File: src/rtl/auction_bid_collector_if.sv
// Bid-collector port bundle: bid input handshake, round output handshake and status.
// The master side offers bids and consumes rounds; the slave side is the collector.
interface auction_bid_collector_if #(
  parameter int N = 2,
  parameter int W = 16
);
  logic                bid_valid;
  logic                bid_ready;
  logic [N-1:0]        bid_id;
  logic [W-1:0]        bid_value;
  logic                close;
  logic                out_valid;
  logic                out_ready;
  logic [(2**N)*W-1:0] p_input;
  logic [2**N-1:0]     received;
  logic [N:0]          count;
  logic                dup_err;
  logic                dbg_state;

  modport master (
    output bid_valid, bid_id, bid_value, close, out_ready,
    input  bid_ready, out_valid, p_input, received, count, dup_err, dbg_state
  );

  modport slave (
    input  bid_valid, bid_id, bid_value, close, out_ready,
    output bid_ready, out_valid, p_input, received, count, dup_err, dbg_state
  );
endinterface

File: src/rtl/auction_bid_collector.sv
// Collects one bid per bidder slot, then holds the packed round until the
// downstream stage takes it.
module auction_bid_collector #(
  parameter int N = 2,
  parameter int W = 16
) (
  input  logic                      clk,
  input  logic                      rst,
  auction_bid_collector_if.slave    bus
);
  localparam int NB = 2**N;
  localparam logic [N:0] LAST = (N+1)'(NB - 1);

  typedef enum logic {COLLECT = 1'b0, HOLD = 1'b1} state_t;

  // Handshakes: a transfer happens on a rising edge where valid and ready are
  // both high. bid_ready is high only in COLLECT, out_valid only in HOLD.
  state_t            state_q, state_d;
  logic [NB*W-1:0]   slots_q, slots_d;
  logic [NB-1:0]     received_q, received_d;
  logic [N:0]        count_q, count_d;
  logic              dup_err_q, dup_err_d;

  always_ff @(posedge clk or posedge rst) begin
    if (rst) begin
      state_q    <= COLLECT;
      slots_q    <= '0;
      received_q <= '0;
      count_q    <= '0;
      dup_err_q  <= 1'b0;
    end else begin
      state_q    <= state_d;
      slots_q    <= slots_d;
      received_q <= received_d;
      count_q    <= count_d;
      dup_err_q  <= dup_err_d;
    end
  end

  always_comb begin
    state_d    = state_q;
    slots_d    = slots_q;
    received_d = received_q;
    count_d    = count_q;
    dup_err_d  = 1'b0;
    case (state_q)
      COLLECT: begin
        // A bid in the same cycle as close is processed before the round closes.
        if (bus.bid_valid) begin
          if (received_q[bus.bid_id]) begin
            dup_err_d = 1'b1;
          end else begin
            slots_d[bus.bid_id*W +: W] = bus.bid_value;
            received_d[bus.bid_id]     = 1'b1;
            count_d                    = count_q + (N+1)'(1);
            if (count_q == LAST) state_d = HOLD;
          end
        end
        if (bus.close) state_d = HOLD;
      end
      HOLD: begin
        if (bus.out_ready) begin
          state_d    = COLLECT;
          slots_d    = '0;
          received_d = '0;
          count_d    = '0;
        end
      end
      default: state_d = COLLECT;
    endcase
  end

  assign bus.bid_ready = (state_q == COLLECT);
  assign bus.out_valid = (state_q == HOLD);
  assign bus.p_input   = slots_q;
  assign bus.received  = received_q;
  assign bus.count     = count_q;
  assign bus.dup_err   = dup_err_q;
  assign bus.dbg_state = state_q;
endmodule
File: src/flat_wrapper.sv
// flat-port wrapper written by rule: the top's interface ports become plain ports
module auction_bid_collector_flat 
#(
  parameter int N = 2,
  parameter int W = 16
)
  (clk, rst, bus_bid_valid, bus_bid_id, bus_bid_value, bus_close, bus_out_ready, bus_bid_ready, bus_out_valid, bus_p_input, bus_received, bus_count, bus_dup_err, bus_dbg_state);
  auction_bid_collector_if #(.N(N), .W(W)) bus_i ();
  input  logic clk;
  input  logic rst;
  input wire logic [$bits(bus_i.bid_valid)-1:0] bus_bid_valid;
  input wire logic [$bits(bus_i.bid_id)-1:0] bus_bid_id;
  input wire logic [$bits(bus_i.bid_value)-1:0] bus_bid_value;
  input wire logic [$bits(bus_i.close)-1:0] bus_close;
  input wire logic [$bits(bus_i.out_ready)-1:0] bus_out_ready;
  output wire logic [$bits(bus_i.bid_ready)-1:0] bus_bid_ready;
  output wire logic [$bits(bus_i.out_valid)-1:0] bus_out_valid;
  output wire logic [$bits(bus_i.p_input)-1:0] bus_p_input;
  output wire logic [$bits(bus_i.received)-1:0] bus_received;
  output wire logic [$bits(bus_i.count)-1:0] bus_count;
  output wire logic [$bits(bus_i.dup_err)-1:0] bus_dup_err;
  output wire logic [$bits(bus_i.dbg_state)-1:0] bus_dbg_state;
  assign bus_i.bid_valid = bus_bid_valid;
  assign bus_i.bid_id = bus_bid_id;
  assign bus_i.bid_value = bus_bid_value;
  assign bus_i.close = bus_close;
  assign bus_i.out_ready = bus_out_ready;
  assign bus_bid_ready = bus_i.bid_ready;
  assign bus_out_valid = bus_i.out_valid;
  assign bus_p_input = bus_i.p_input;
  assign bus_received = bus_i.received;
  assign bus_count = bus_i.count;
  assign bus_dup_err = bus_i.dup_err;
  assign bus_dbg_state = bus_i.dbg_state;
  auction_bid_collector #(.N(N), .W(W)) u_core (.clk(clk), .rst(rst), .bus(bus_i));
endmodule
File: config.mk
export PLATFORM = sky130hd
export DESIGN_NAME = auction_bid_collector_flat
export DESIGN_NICKNAME = d
export VERILOG_FILES = /design/src/rtl/auction_bid_collector_if.sv /design/src/rtl/auction_bid_collector.sv /design/src/flat_wrapper.sv
export SDC_FILE = /design/constraint.sdc
export NUM_CORES = 1
export LEC_CHECK = 0
export CAP_MARGIN = 20
export CELL_PAD_IN_SITES_DETAIL_PLACEMENT = 2
export CELL_PAD_IN_SITES_GLOBAL_PLACEMENT = 2
export CORE_ASPECT_RATIO = 1.75
export CORE_UTILIZATION = 32
export CTS_CLUSTER_SIZE = 14
export DETAILED_ROUTE_END_ITERATION = 12
export PLACE_DENSITY_LB_ADDON = 0.12
export SYNTH_ARGS = -nofsm -noshare
export SYNTH_HDL_FRONTEND = slang
export SYNTH_SLANG_ARGS = --single-unit
File: constraint.sdc
create_clock -name clk -period 6.28 [get_ports clk]
set_clock_uncertainty 0.1 [all_clocks]
set_input_delay 1.256 -clock clk [delete_from_list [all_inputs] [get_ports clk]]
set_output_delay 1.256 -clock clk [all_outputs]
set_load 0.03 [all_outputs]
# After elaboration in Yosys (flattened, before gate mapping)
# Cells that the tools add are included.
[totals]
regBits = 73
in_bits = 23
output_inout_bits = 75
elab_cells = 45
[classes]
addsub = 2
order_cmp = 2
n_eq_ne = 4
n_shift = 2
mux = 26
n_bitwise = 2
n_reduce_logical = 2
[op_table]
columns = ["op", "n"]
rows = [
  ["2-to-1 mux 64 bit", 3],
  ["one-hot mux 64 bit (2 select lines)", 1],
  ["bitwise mux 64 bit", 1],
  ["variable shift 16 x 34 -> 64 bit, first input constant", 1],
  ["indexed part select 16 x 34 -> 64 bit", 1],
  ["negator 6 -> 34 bit", 1],
  ["2-to-1 mux 4 bit", 3],
  ["2-to-1 mux 1 bit", 10],
  ["2-to-1 mux 3 bit", 3],
  ["one-hot mux 4 bit (2 select lines)", 1],
  ["inequality test 2 bit, second input constant", 3],
  ["one-hot mux 3 bit (2 select lines)", 1],
  ["bitwise OR 4 bit", 1],
  ["adder 3 x 1 -> 3 bit, second input constant", 1],
  ["== test 3 x 2 -> 1 bit, second input constant", 1],
  ["< comparator 2 x 3 -> 1 bit, second input constant", 1],
  ["AND reduction 3 bit", 1],
  ["binary-select mux 1 bit (select 2 bit)", 1],
  ["demux 1 bit (select 2 bit)", 1],
  [">= comparator 2 x 1 -> 1 bit, second input constant", 1],
  ["one-hot mux 1 bit (2 select lines)", 1],
  ["logical AND 1 bit", 1],
  ["inverter 1 bit", 1],
]

# Logic depth before layout (Yosys ltp)
# Gate-level depths: netlist (run 1).
[depth]
word_depth = 8
ltp_mapped = 7
depth_no_buf = 6

# Worst setup path after synthesis (run 1)
# Ideal clock, no wire load.
[synth_timing]
kind = "input -> register"
start = "in bus_bid_id[0]"
end = "reg u_core.slots_q[32] (netlist: u_core.bus.p_input[32])"
arrival_time_ns = 2.572
required_time_ns = 6.101
slack_ns = 3.529
cell_stages = 7
path_cell_list = "inv_1 ha_1 nand2_1 nor3_1 buf_2 nand2_1 mux2i_1"
[synth_via]
elab_chain_len = 6
[synth_lines]
columns = ["element", "line_no", "source"]
rows = [
  ["start: declaration", "flat_wrapper.sv:12", "input wire logic [$bits(bus_i.bid_id)-1:0] bus_bid_id;"],
  ["negator 6 -> 34 bit", "auction_bid_collector.sv:53", "slots_d[bus.bid_id*W +: W] = bus.bid_value;"],
  ["indexed part select 16 x 34 -> 64 bit or variable shift 16 x 34 -> 64 bit (tied branches)", "auction_bid_collector.sv:53", ""],
  ["bitwise mux 64 bit", "auction_bid_collector.sv:53", ""],
  ["2-to-1 mux 64 bit", "auction_bid_collector.sv:50", "if (received_q[bus.bid_id]) begin"],
  ["2-to-1 mux 64 bit", "auction_bid_collector.sv:49", "if (bus.bid_valid) begin"],
  ["one-hot mux 64 bit (2 select lines)", "auction_bid_collector.sv:46", "case (state_q)"],
  ["end signal: assignment", "auction_bid_collector.sv:33", "slots_q <= slots_d;"],
  ["end: declaration", "auction_bid_collector.sv:19", "logic [NB*W-1:0] slots_q, slots_d;"],
]
# Several ways; a longest one is shown, not always the timed one. The select of a mux whose other input is x is not followed.
# A chain may end at the register's enable or synchronous reset.

# Worst setup path after layout (run 1)
[layout_timing]
start = "in bus_bid_id[0]"
end = "reg u_core.slots_q[7] (netlist: u_core.bus.p_input[7])"
# The elaborated chain is that of the path after synthesis.

==> out/results.ini, run 1 <==
[die]
core_sq_um=11000
die_h_um=143
fp.dieW_um=82.4
placementRows=51
die_area_sq_um=11800
start_util_pct=32.8
io_pins=98

[timing]
finalSetupViolCount=0
worst_pin_slew_ns=1.01
final-hold-violation-count=0
min_period_ns=3.57
final_max_slew_viol_count=0
grt_setup_unrepaired=false
relSlewSlack_pct=32.7
setup_tns_ns=0
final_min_period_over_clock_period_pct=56.9
fmax_mhz=280

[setup_path]
startpoint_type=input port
crit_required_ns=6.43
crit_arrival_ns=3.72
cp_max_fo=16
worst-setup-path-type=in2reg
end_kind=register

[synth]
synthCells=347
yosysTopAreaCell=dfrtp_1
ys_async_sr_fraction_pct=100
synthDominantCellAreaShare_pct=50.4
synth_seq_cells=73
ys_warn_count=0
syn_nets=379
synth_edf_count=0
yosysMostFrequentCell=nand2_1
ys.flop_type=dfrtp_1
synth_common_cells=103 x nand2_1, 73 x dfrtp_1, 50 x mux2i_1
synth_area_sq_um=3620
syn_avg_cell_area_sq_um=10.4
ys_seq_area_share_pct=50.4
synthTopCellsByArea=dfrtp_1 50%, mux2i_1 14%, nand2_1 11%
synth_cell_type_count=38

[cts]
cts_max_level=3
post_cts_resized=0
tritoncts=yes
cts_buffer_depth=2
postCtsHoldBufs=0
clock-sinks=73
cts_buffers=9
clkSlewWorstSetupHoldPaths_ns=0.06
clk_latency_ns=0.33
cts-root-buf=clkbuf_16
postCtsSetupBuffers=0

[routing]
dr.pass1.iters=4
finalWirelength_um=11300
ant_nets=0
wl_per_cell_um=19.8
first_iter_violations=113
drc_errors=0
num_vias=2900
via_per_inst=5.07

[min_path]
hold_path.class=reg2reg

[grt]
grt.overflow.total=0
use_met1_pct=22.2
grt_max_degree=74
grt-busiest-layer=met2
grt_util_all_layers_pct=21.2
grt_pass1_wl_um=18000
grt_antenna_before_repair=0
met2_usage_pct=40.2
use_met3_pct=3.26
grt_pass1_vias=3200

[final_layout]
nets=467
drive_above_1_share_pct=9.09
antenna_cells=0
area.growth.synth_to_final_pct=36.5

[pwr]
power.density_nw_per_um2=255
p_total_mw=1.26
ir_drop_v=0.000137
p_leak_nw=2.34

[placement]
io_buffers=97
gp_congestion=0.738
hpwl_um=8060

[job]
drv_cap=0

[run_status]
status=completed

[final cells by class]
type                            count  area [sq um]
Clock buffer                       14           274
Clock inverter                      2          35.0
Tap cell                          132           165
Inverter                           10          37.5
Timing Repair Buffer              100           993
Sequential cell                    73          1830
Multi-Input combinational cell    241          1610
Fill cell                        1174          6100
[sequential cells by signal, indices dropped and copies added, names as in the netlist]
signal / count
u_core.bus.dup_err: 1
u_core.bus.received: 4
u_core.bus.dbg_state: 1
u_core.bus.count: 3
u_core.bus.p_input: 64
[through the flow]
| stage | std cells | area (sq um) | util, % | setup slack (ns) | hold slack, ns |
|---|---|---|---|---|---|
| finish | 572 | 4940 | 44.8 | 2.71 | 0.411 |
| global route | 572 | 4940 | 44.8 | 2.48 | 0.426 |
| CTS | 572 | 4940 | 44.8 | 2.68 | 0.413 |
| detailed placement | 556 | 4630 | 42.0 | 2.34 | 0.402 |
| global placement | 556 | 4630 | 42.0 | 2.44 | 0.379 |
| floorplan | 347 | 3620 | - | 3.07 | 0.560 |
[per-layer routing]
layer / share of wire [%] / wire (um)
met5: 0 / 0
met2: 59 / 6640
met4: 2.5 / 284
met3: 3.1 / 351
met1: 36 / 4030
[cells in the final DEF, fill, tap and decap left out, types with 2 or more instances in the layout]
| master | netlist | routed |
|---|---|---|
| a31o_2 | 12 | 12 |
| nor2_1 | 6 | 6 |
| inv_1 | 10 | 9 |
| nand2_2 | 2 | 3 |
| clkbuf_16 | 0 | 9 |
| a21oi_1 | 6 | 6 |
| o41ai_1 | 3 | 3 |
| ha_1 | 9 | 9 |
| clkbuf_8 | 0 | 3 |
| nor2b_1 | 14 | 14 |
| clkbuf_1 | 10 | 2 |
| dfrtp_1 | 73 | 73 |
| nor3b_1 | 14 | 14 |
| buf_4 | 4 | 3 |
| o21ai_0 | 2 | 2 |
| mux2i_1 | 50 | 50 |
| nand2_1 | 103 | 102 |
| clkdlybuf4s50_1 | 0 | 97 |
| nand3_1 | 3 | 3 |
[critical path: stages]
cell and delay, ns:
clkdlybuf4s50_1 0.75, inv_1 0.22, ha_1 0.42, nor4b_4 0.76, nand2_1 0.13, mux2i_1 0.17
[path summary, 6_finish.rpt]
| kind | cells past startpoint | to | start | slack (ns) |
|---|---|---|---|---|
| setup / recovery | 6 | u_core.bus.p_input[7] | bus_bid_id[0] | 2.71 |
| hold / removal | 1 | u_core.bus.p_input[55] | u_core.bus.p_input[55] | 0.41 |
| setup reg to reg | 4 | u_core.bus.p_input[52] | u_core.bus.dbg_state | 3.97 |
| hold reg to reg | 1 | u_core.bus.p_input[55] | u_core.bus.p_input[55] | 0.41 |
| max in group asynchronous | 3 | u_core.bus.p_input[14] | rst | 3.97 |
| min in group asynchronous | 3 | u_core.bus.p_input[33] | rst | 1.44 |
[where the power goes]
| part | leakage [nW] | total [mW] | switching (mW) | internal, mW |
|---|---|---|---|---|
| logic | 1.18 | 0.217 | 0.137 | 0.0797 |
| registers | 1.01 | 0.506 | 0.0193 | 0.486 |
| clock network | 0.153 | 0.535 | 0.195 | 0.340 |
| total | 2.34 | 1.26 | 0.351 | 0.906 |
[cells by family (layout without fill, tap and decap cells)]
| group | Yosys count | count (layout) | synth area share, % |
|---|---|---|---|
| simple gates | 154 | 154 | 20.7 |
| buf+inv | 33 | 126 | 5.18 |
| flops | 73 | 73 | 50.4 |
| fa+ha+maj | 9 | 9 | 3.11 |
| mux | 52 | 52 | 14.5 |
| compound gates | 26 | 26 | 6.01 |
Note: power is estimated with default switching activity, not from simulation.
==> run 2: changes to the inputs <==
--- a/config.mk
+++ b/config.mk
@@ -9,7 +9,7 @@
 export CELL_PAD_IN_SITES_DETAIL_PLACEMENT = 2
 export CELL_PAD_IN_SITES_GLOBAL_PLACEMENT = 2
 export CORE_ASPECT_RATIO = 1.75
-export CORE_UTILIZATION = 32
+export CORE_UTILIZATION = 27
 export CTS_CLUSTER_SIZE = 14
 export DETAILED_ROUTE_END_ITERATION = 12
 export PLACE_DENSITY_LB_ADDON = 0.12
==> constraint.sdc (replaced) <==
create_clock -name clk -period 2.97 [get_ports clk]
set_clock_uncertainty 0.1 [all_clocks]
set_input_delay 0.594 -clock clk [delete_from_list [all_inputs] [get_ports clk]]
set_output_delay 0.594 -clock clk [all_outputs]
set_load 0.03 [all_outputs]
==> out/results.ini, run 2 (synthesis results as in run 1) <==
[run_status]
status=completed

[routing]
first_iter_violations=94
ant_nets=0
wl_per_cell_um=19.1
num_vias=2946
dr.pass1.iters=4
via_per_inst=4.68
drc_errors=0
finalWirelength_um=12000

[setup_path]
crit_required_ns=3.11
worst-setup-path-type=in2reg
end_kind=register
crit_slowest_cell=clkdlybuf4s50_1
cp_max_fo=19
critPathMaxStageDelay_ns=0.62
crit_arrival_ns=2.76
crit_chain=clkdlybuf4s50_1, inv_1, ha_1, nor2b_1, nand4b_1, nand2b_1, a22oi_1
startpoint_type=input port

[min_path]
hold_path.class=reg2reg

[timing]
final_max_slew_viol_count=0
hold_slack_ns=0.415
grt_setup_unrepaired=false
finalSetupViolCount=0
fmax_mhz=382
final-hold-violation-count=0
final_min_period_over_clock_period_pct=88.2
relSlewSlack_pct=49.5
min_period_ns=2.62
worst_pin_slew_ns=0.757

[final_layout]
drive_above_1_share_pct=13.1
antenna_cells=0
fillCellCount=1384
area.growth.synth_to_final_pct=42.7
largest_reg_flops=64
final_common_cell=nand2_1
nets=485
final_cell_mix=102 x nand2_1, 97 x clkdlybuf4s50_1, 73 x dfrtp_1

[die]
core_sq_um=13000
die_area_sq_um=13900
placementRows=55
fp.dieW_um=89.5
io_pins=98
start_util_pct=27.8
die_h_um=155

[pwr]
power.density_nw_per_um2=525
p_total_mw=2.71
p_leak_nw=2.44
ir_drop_v=0.000324

[cts]
cts-root-buf=clkbuf_16
tritoncts=yes
clock-sinks=73
clkSlewWorstSetupHoldPaths_ns=0.06
cts_buffer_depth=2
cts_max_level=3
postCtsHoldBufs=0
post_cts_resized=0
cts_buffers=9
postCtsSetupBuffers=0
clk_latency_ns=0.33

[grt]
grt_pass1_vias=3361
grt_max_degree=35
grt_antenna_before_repair=0
grt.overflow.total=0
grt_pass1_wl_um=19200
grt_util_all_layers_pct=19.1

[job]
drv_cap=0

[placement]
gp_congestion=0.739
io_buffers=97
hpwl_um=8690

run 2: worst max-delay path, delay by kind of cell:
family	cells	cell delay, ns
AOI/OAI and AO/OA	1	0.18
adders and majority gates	1	0.48
buffers and inverters	2	0.74
and+or+nand+nor	3	0.76
run 2: stage by stage:
stage	setup WS [ns]	instances	util (%)	cell area (sq um)	setup TNS [ns]
after global placement	0.0762	613	37.3	4850	0
after floorplan	0.423	347	-	3620	0
after CTS	0.300	629	39.7	5170	0
after global routing	0.222	629	39.7	5170	0
final	0.351	629	39.7	5170	0
after detailed placement	-0.0305	613	37.3	4850	-0.0305
run 2: worst paths after layout:
kind / startpoint / cells past startpoint / end / slack [ns]
min in group asynchronous: rst / 2 / u_core.bus.p_input[37] / 0.55
hold / removal: u_core.bus.count[0] / 1 / u_core.bus.count[0] / 0.41
setup reg to reg: u_core.bus.dbg_state / 4 / u_core.bus.p_input[0] / 0.83
setup / recovery: bus_bid_id[0] / 7 / u_core.bus.p_input[63] / 0.35
max in group asynchronous: rst / 3 / u_core.bus.p_input[38] / 1.51
hold reg to reg: u_core.bus.count[0] / 1 / u_core.bus.count[0] / 0.41
run 2: power breakdown:
group,switching [mW],internal [mW],total (mW)
Combinational,0.299,0.191,0.490
Sequential,0.0409,1.03,1.07
Clock,0.451,0.701,1.15
Total,0.791,1.92,2.71
run 2: routing by layer:
metal	track usage, %	share of wire, %	vias to the layer above
li1	-	-	1371
met1	19.6	35	1493
met2	36.1	58	67
met3	4.67	4.5	15
met4	6.58	2.1	0
met5	0	0	-
run 2: layout make-up:
| type | instances | area (sq um) | area share (%) |
|---|---|---|---|
| Sequential cell | 73 | 1830 | 35.3 |
| Multi-Input combinational cell | 241 | 1610 | 31.1 |
| Timing Repair Buffer | 118 | 1170 | 22.6 |
| Clock buffer | 11 | 253 | 4.89 |
| Tap cell | 171 | 214 | 4.14 |
| Clock inverter | 5 | 62.6 | 1.21 |
| Inverter | 10 | 37.5 | 0.726 |
==> variant 1 (settings of run 1) <==
`W` is set to 16 in 3 places; all go to 32.
--- a/src/rtl/auction_bid_collector_if.sv
+++ b/src/rtl/auction_bid_collector_if.sv
@@ -4,3 +4,3 @@
   parameter int N = 2,
-  parameter int W = 16
+  parameter int W = 32
 );
--- a/src/rtl/auction_bid_collector.sv
+++ b/src/rtl/auction_bid_collector.sv
@@ -4,3 +4,3 @@
   parameter int N = 2,
-  parameter int W = 16
+  parameter int W = 32
 ) (
--- a/src/flat_wrapper.sv
+++ b/src/flat_wrapper.sv
@@ -4,3 +4,3 @@
   parameter int N = 2,
-  parameter int W = 16
+  parameter int W = 32
 )
Ports: changed (resized bus_bid_value and bus_p_input); port bits go from 98 to 178. The function was not compared with the original's and may differ.
==> variant 1 against run 1 <==
- worst hold slack worse by 16 ps
- wire length is 88% higher
- worst setup slack worse by 410 ps
- sequential cell count is 64 higher
- cell area is 76% higher
- total power is 87% higher
- synthesized area is 68% higher
- combinational power is 62% higher
- critical path type unchanged
- critical endpoint is now u_core.bus.p_input[33]
- largest cell class unchanged
==> variant 1: results (changes against run 1) <==
qor: outcome.outcome completed
qor: sta.layout_worst_path_cycle_share 63.4% [+6.5 points]
qor: drt.wl_per_cell 22.8 um [+16%]
qor: finish.final_layout_size_suffix_gt1_share 11.9% [+2.9 points]
qor: worst_setup_path.cp.arrival 4240 ps [+520 ps]
qor: global_route.grt_use_met2 40.8% [+0.52 points]
qor: global_route.grt_pass1_vias 5507 [+72%]
qor: global_route.largest_net_degree_at_the_start_of_global_routing 97 [+31%]
qor: drt.routed-wl-met3 803 um [+130%]
qor: logic_synthesis.synth_cells 514 [+48%]
qor: global_route.grt.total_usage 22.7% [+1.5 points]
qor: placement.portBuffers 177 [+82%]
qor: drt.first_iter_violations 152 [+35%]
qor: global_route.grt_util_met3 4.28% [+1.0 points]
qor: clock_network.clock_buffers_created_by_tritoncts 17 [+8]
qor: placement.dpl_worst_slack 1910 ps [-436 ps]
qor: global_route.grt.met1_usage 25.1% [+3.0 points]
qor: finish.fillCellCount 1866 [+59%]
qor: power_and_ir_drop.vdd_ir_drop_max 125 uV [-8.3%]
qor: power_and_ir_drop.leakagePower 3.82 nW [+63%]
qor: logic_synthesis.synth.lib_cells_used.distinct 30 [-21%]
qor: finish.largest_reg_flops 128 [+100%]
qor: placement.gp_congestion 0.773 [+4.7%]
qor: logic_synthesis.top_post_synthesis_cells_by_count sky130_fd_sc_hd__dfrtp_1 (137), sky130_fd_sc_hd__nand2_1 (100), sky130_fd_sc_hd__mux2i_1 (67)
qor: logic_synthesis.postSynthNetCount 562 [+48%]
qor: sta.achievable-frequency 251 MHz [-10%]
qor: logic_synthesis.ys_seq_area_share 56.3% [+5.9 points]
qor: finish.final_layout_net_count 731 [+57%]
[variant 1: cell count changes in the layout (fill, tap and decap cells not counted), sizes merged, moves of 18 or more]
cell           delta
nand3            +29
dfrtp            +64
mux2             +31
clkdlybuf4s50    +80
nor3b            +18
a22o             +33
[variant 1: cell families after synthesis]
| kind of cell | Yosys count | synth area share (%) |
|---|---|---|
| mux | 100 | 17.3 |
| compound gates | 41 | 6.10 |
| fa+ha+maj | 9 | 1.85 |
| buf+inv | 51 | 4.13 |
| simple gates | 176 | 14.3 |
| flops | 137 | 56.3 |
[variant 1: power by group]
group / leakage [nW] / total [mW] / switching, mW / internal [mW]
clock network: 0.294 / 1.05 / 0.384 / 0.670
registers: 1.90 / 0.950 / 0.0422 / 0.908
logic: 1.63 / 0.351 / 0.221 / 0.130
total: 3.82 / 2.36 / 0.648 / 1.71
[variant 1: cell type report]
class,count,area [um2],area share [%]
clock buffer,22,454,5.22
multi-input combinational,326,2440,28.0
timing repair buffer,192,1900,21.8
sequential,137,3430,39.4
tap,238,298,3.42
inverter,9,38.8,0.446
clock inverter,9,148,1.70
[variant 1: worst paths after layout]
kind | start | cells after the start | to | slack [ps]
worst min-delay path | u_core.bus.p_input[113] | 1 | u_core.bus.p_input[113] | 400
worst max-delay path | bus_bid_id[0] | 7 | u_core.bus.p_input[33] | 2300
min in group asynchronous | rst | 2 | u_core.bus.count[1] | 1300
worst min register to register | u_core.bus.p_input[113] | 1 | u_core.bus.p_input[113] | 400
max in group asynchronous | rst | 3 | u_core.bus.p_input[106] | 3580
worst max register to register | u_core.bus.dbg_state | 4 | u_core.bus.p_input[110] | 3560
==> variant 2 (config.mk and constraints of run 1) <==
Without the edit above. Make the reset (`rst`) synchronous in one clocked block.
--- a/src/rtl/auction_bid_collector.sv
+++ b/src/rtl/auction_bid_collector.sv
@@ -23,3 +23,3 @@
 
-  always_ff @(posedge clk or posedge rst) begin
+  always_ff @(posedge clk) begin
     if (rst) begin
Behaviour: differs if rst is asserted again (counterexample within 4 cycles, from zero or initial values and one cycle with rst high); with rst held inactive, the same outputs for 4 cycles.
==> variant 2 against run 1 <==
- wire length decreased by 17%
- synthesized area decreased by 19%
- worst setup slack got worse by 110 ps
- via count decreased by 12%
- count of clock-buffer cells in the layout decreased by 3
- die area decreased by 18%
- cell area decreased by 15%
- sequential cell count unchanged
Power is not compared: it rests on default switching activity, and its combinational part moved more than twofold at a synthesized area within 25%.
==> variant 2: results (changes against run 1) <==
qor: global_route.grt.met1_usage 21.7% [-0.49 points]
qor: logic_synthesis.synth.lib_cells_used.distinct 35 [-7.9%]
qor: logic_synthesis.synth_area_leaders sky130_fd_sc_hd__dfxtp_1 (50%), sky130_fd_sc_hd__o22ai_1 (7.0%), sky130_fd_sc_hd__nand2_1 (6.6%)
qor: global_route.grt.total_usage 20.6% [-0.60 points]
qor: worst_setup_path.cp_slowest_stage_delay 700 ps [-60 ps]
qor: logic_synthesis.ys_seq_area_share 49.6% [-0.89 points]
qor: global_route.grt_use_met2 38.2% [-2.1 points]
qor: worst_setup_path.cpLargestDelayFamily buffers and inverters
qor: worst_setup_path.crit_slowest_cell sky130_fd_sc_hd__clkdlybuf4s50_1
qor: floorplanning.floorplan.die_area 9620 um2 [-18%]
qor: finish.final_cells 505 [-12%]
qor: drt.vias_per_inst 5.07 [about the same]
qor: outcome.outcome completed
qor: global_route.largest_net_degree_at_the_start_of_global_routing 41 [-45%]
qor: drt.first_iter_violations 107 [-5.3%]
qor: global_route.grt_first_pass_wirelength 14400 um [-20%]
qor: finish.final_layout_net_count 413 [-12%]
qor: worst_setup_path.cp.arrival 3820 ps [+100 ps]
qor: logic_synthesis.top_post_synthesis_cells_by_count sky130_fd_sc_hd__dfxtp_1 (73), sky130_fd_sc_hd__nand2_1 (52), sky130_fd_sc_hd__o22ai_1 (33)
qor: placement.gp_congestion 0.794 [+7.5%]
qor: global_route.grt_pass1_vias 2716 [-15%]
qor: logic_synthesis.post_synth.cell_area_avg 10.0 um2 [-4.2%]
qor: logic_synthesis.synth_compound_gate_area_share 15.5% [+9.5 points]
qor: global_route.grt_util_met3 4.54% [+1.3 points]
qor: clock_network.post_cts_resized 0 [unchanged]
qor: finish.fillCellCount 976 [-17%]
qor: placement.post_detail_place_hpwl 6890 um [-14%]
qor: logic_synthesis.largest_family_of_logic_cells_by_synthesized_area simple AND/OR/NAND/NOR gates
qor: logic_synthesis.synth_fa_ha_area_share 3.82% [+0.71 points]
qor: placement.place.detailed.instances 490 [-12%]
qor: power_and_ir_drop.swShare 24.3%
qor: drt.finalWirelength 9430 um [-17%]
qor: sta.maxSlewHeadroom 45.0% [+12 points]
qor: logic_synthesis.portion_of_netlist_area_occupied_by_mux_cells 6.15% [-8.4 points]
qor: finish.final_layout_size_suffix_gt1_share 6.23% [-2.9 points]
qor: clock_network.post_cts_buffers 0 [unchanged]
qor: logic_synthesis.postSynthNetCount 327 [-14%]
qor: placement.portBuffers 97 [unchanged]
qor: logic_synthesis.async_flop_share 0% [-100 points]
[variant 2: power groups by stage]
stage	sequential, mW	combinational [mW]	clock (mW)
after floorplan	0.491	0.0535	0
after global placement	0.484	0.102	0
after detailed placement	0.484	0.102	0
after global routing	0.475	0.109	0.484
final	0.474	0.101	0.457
after CTS	0.474	0.103	0.466
[variant 2: final cells by class]
class / instances / share of cell area, %
Sequential cell: 73 / 34.8
Multi-Input combinational cell: 193 / 31.5
Timing Repair Buffer: 99 / 23.5
Clock buffer: 11 / 5.78
Tap cell: 120 / 3.57
Clock inverter: 4 / 0.476
Inverter: 5 / 0.447
[variant 2: kinds of logic (layout without fill, tap and decap cells)]
kind of cell    count (synthesis)  after routing
fa+ha+maj                       9              9
simple gates                  104            104
mux                            18             18
compound gates                 62             62
flops                          73             73
buf+inv                        29            119
[variant 2: metrics by stage]
step	worst slack (ps)	hold WS [ps]	power (mW)	util, %	instance area, um2
after global routing	2410	384	1.07	46.8	4200
after floorplan	3560	483	0.545	-	2950
after CTS	2610	363	1.04	46.8	4200
after global placement	2340	345	0.586	43.9	3940
final	2600	358	1.03	46.8	4200
after detailed placement	2240	355	0.586	43.9	3940
[variant 2: worst paths after layout]
kind                           from                endpoint  slack [ps]  depth (start not counted)
max                   bus_bid_id[0]  u_core.bus.p_input[21]        2600                          6
min          u_core.bus.p_input[10]  u_core.bus.p_input[10]         360                          2
max reg2reg    u_core.bus.dbg_state  u_core.bus.p_input[35]        3900                          4
min reg2reg  u_core.bus.p_input[10]  u_core.bus.p_input[10]         360                          2
[variant 2: per-layer routing]
| layer | part of all wire [%] | vias to the layer above | routed length, um |
|---|---|---|---|
| li1 | - | 1204 | - |
| met1 | 38 | 1266 | 3620 |
| met2 | 55 | 79 | 5200 |
| met3 | 4.6 | 10 | 435 |
| met4 | 1.8 | 0 | 170 |
| met5 | 0 | - | 0 |
[variant 2: worst register-to-register path, cell delays in order, from the launching register on]
cell	delay, ps
sky130_fd_sc_hd__dfxtp_1	480
sky130_fd_sc_hd__or3b_4	500
sky130_fd_sc_hd__o2bb2ai_4	340
sky130_fd_sc_hd__and2_1	620
sky130_fd_sc_hd__o22ai_1	200
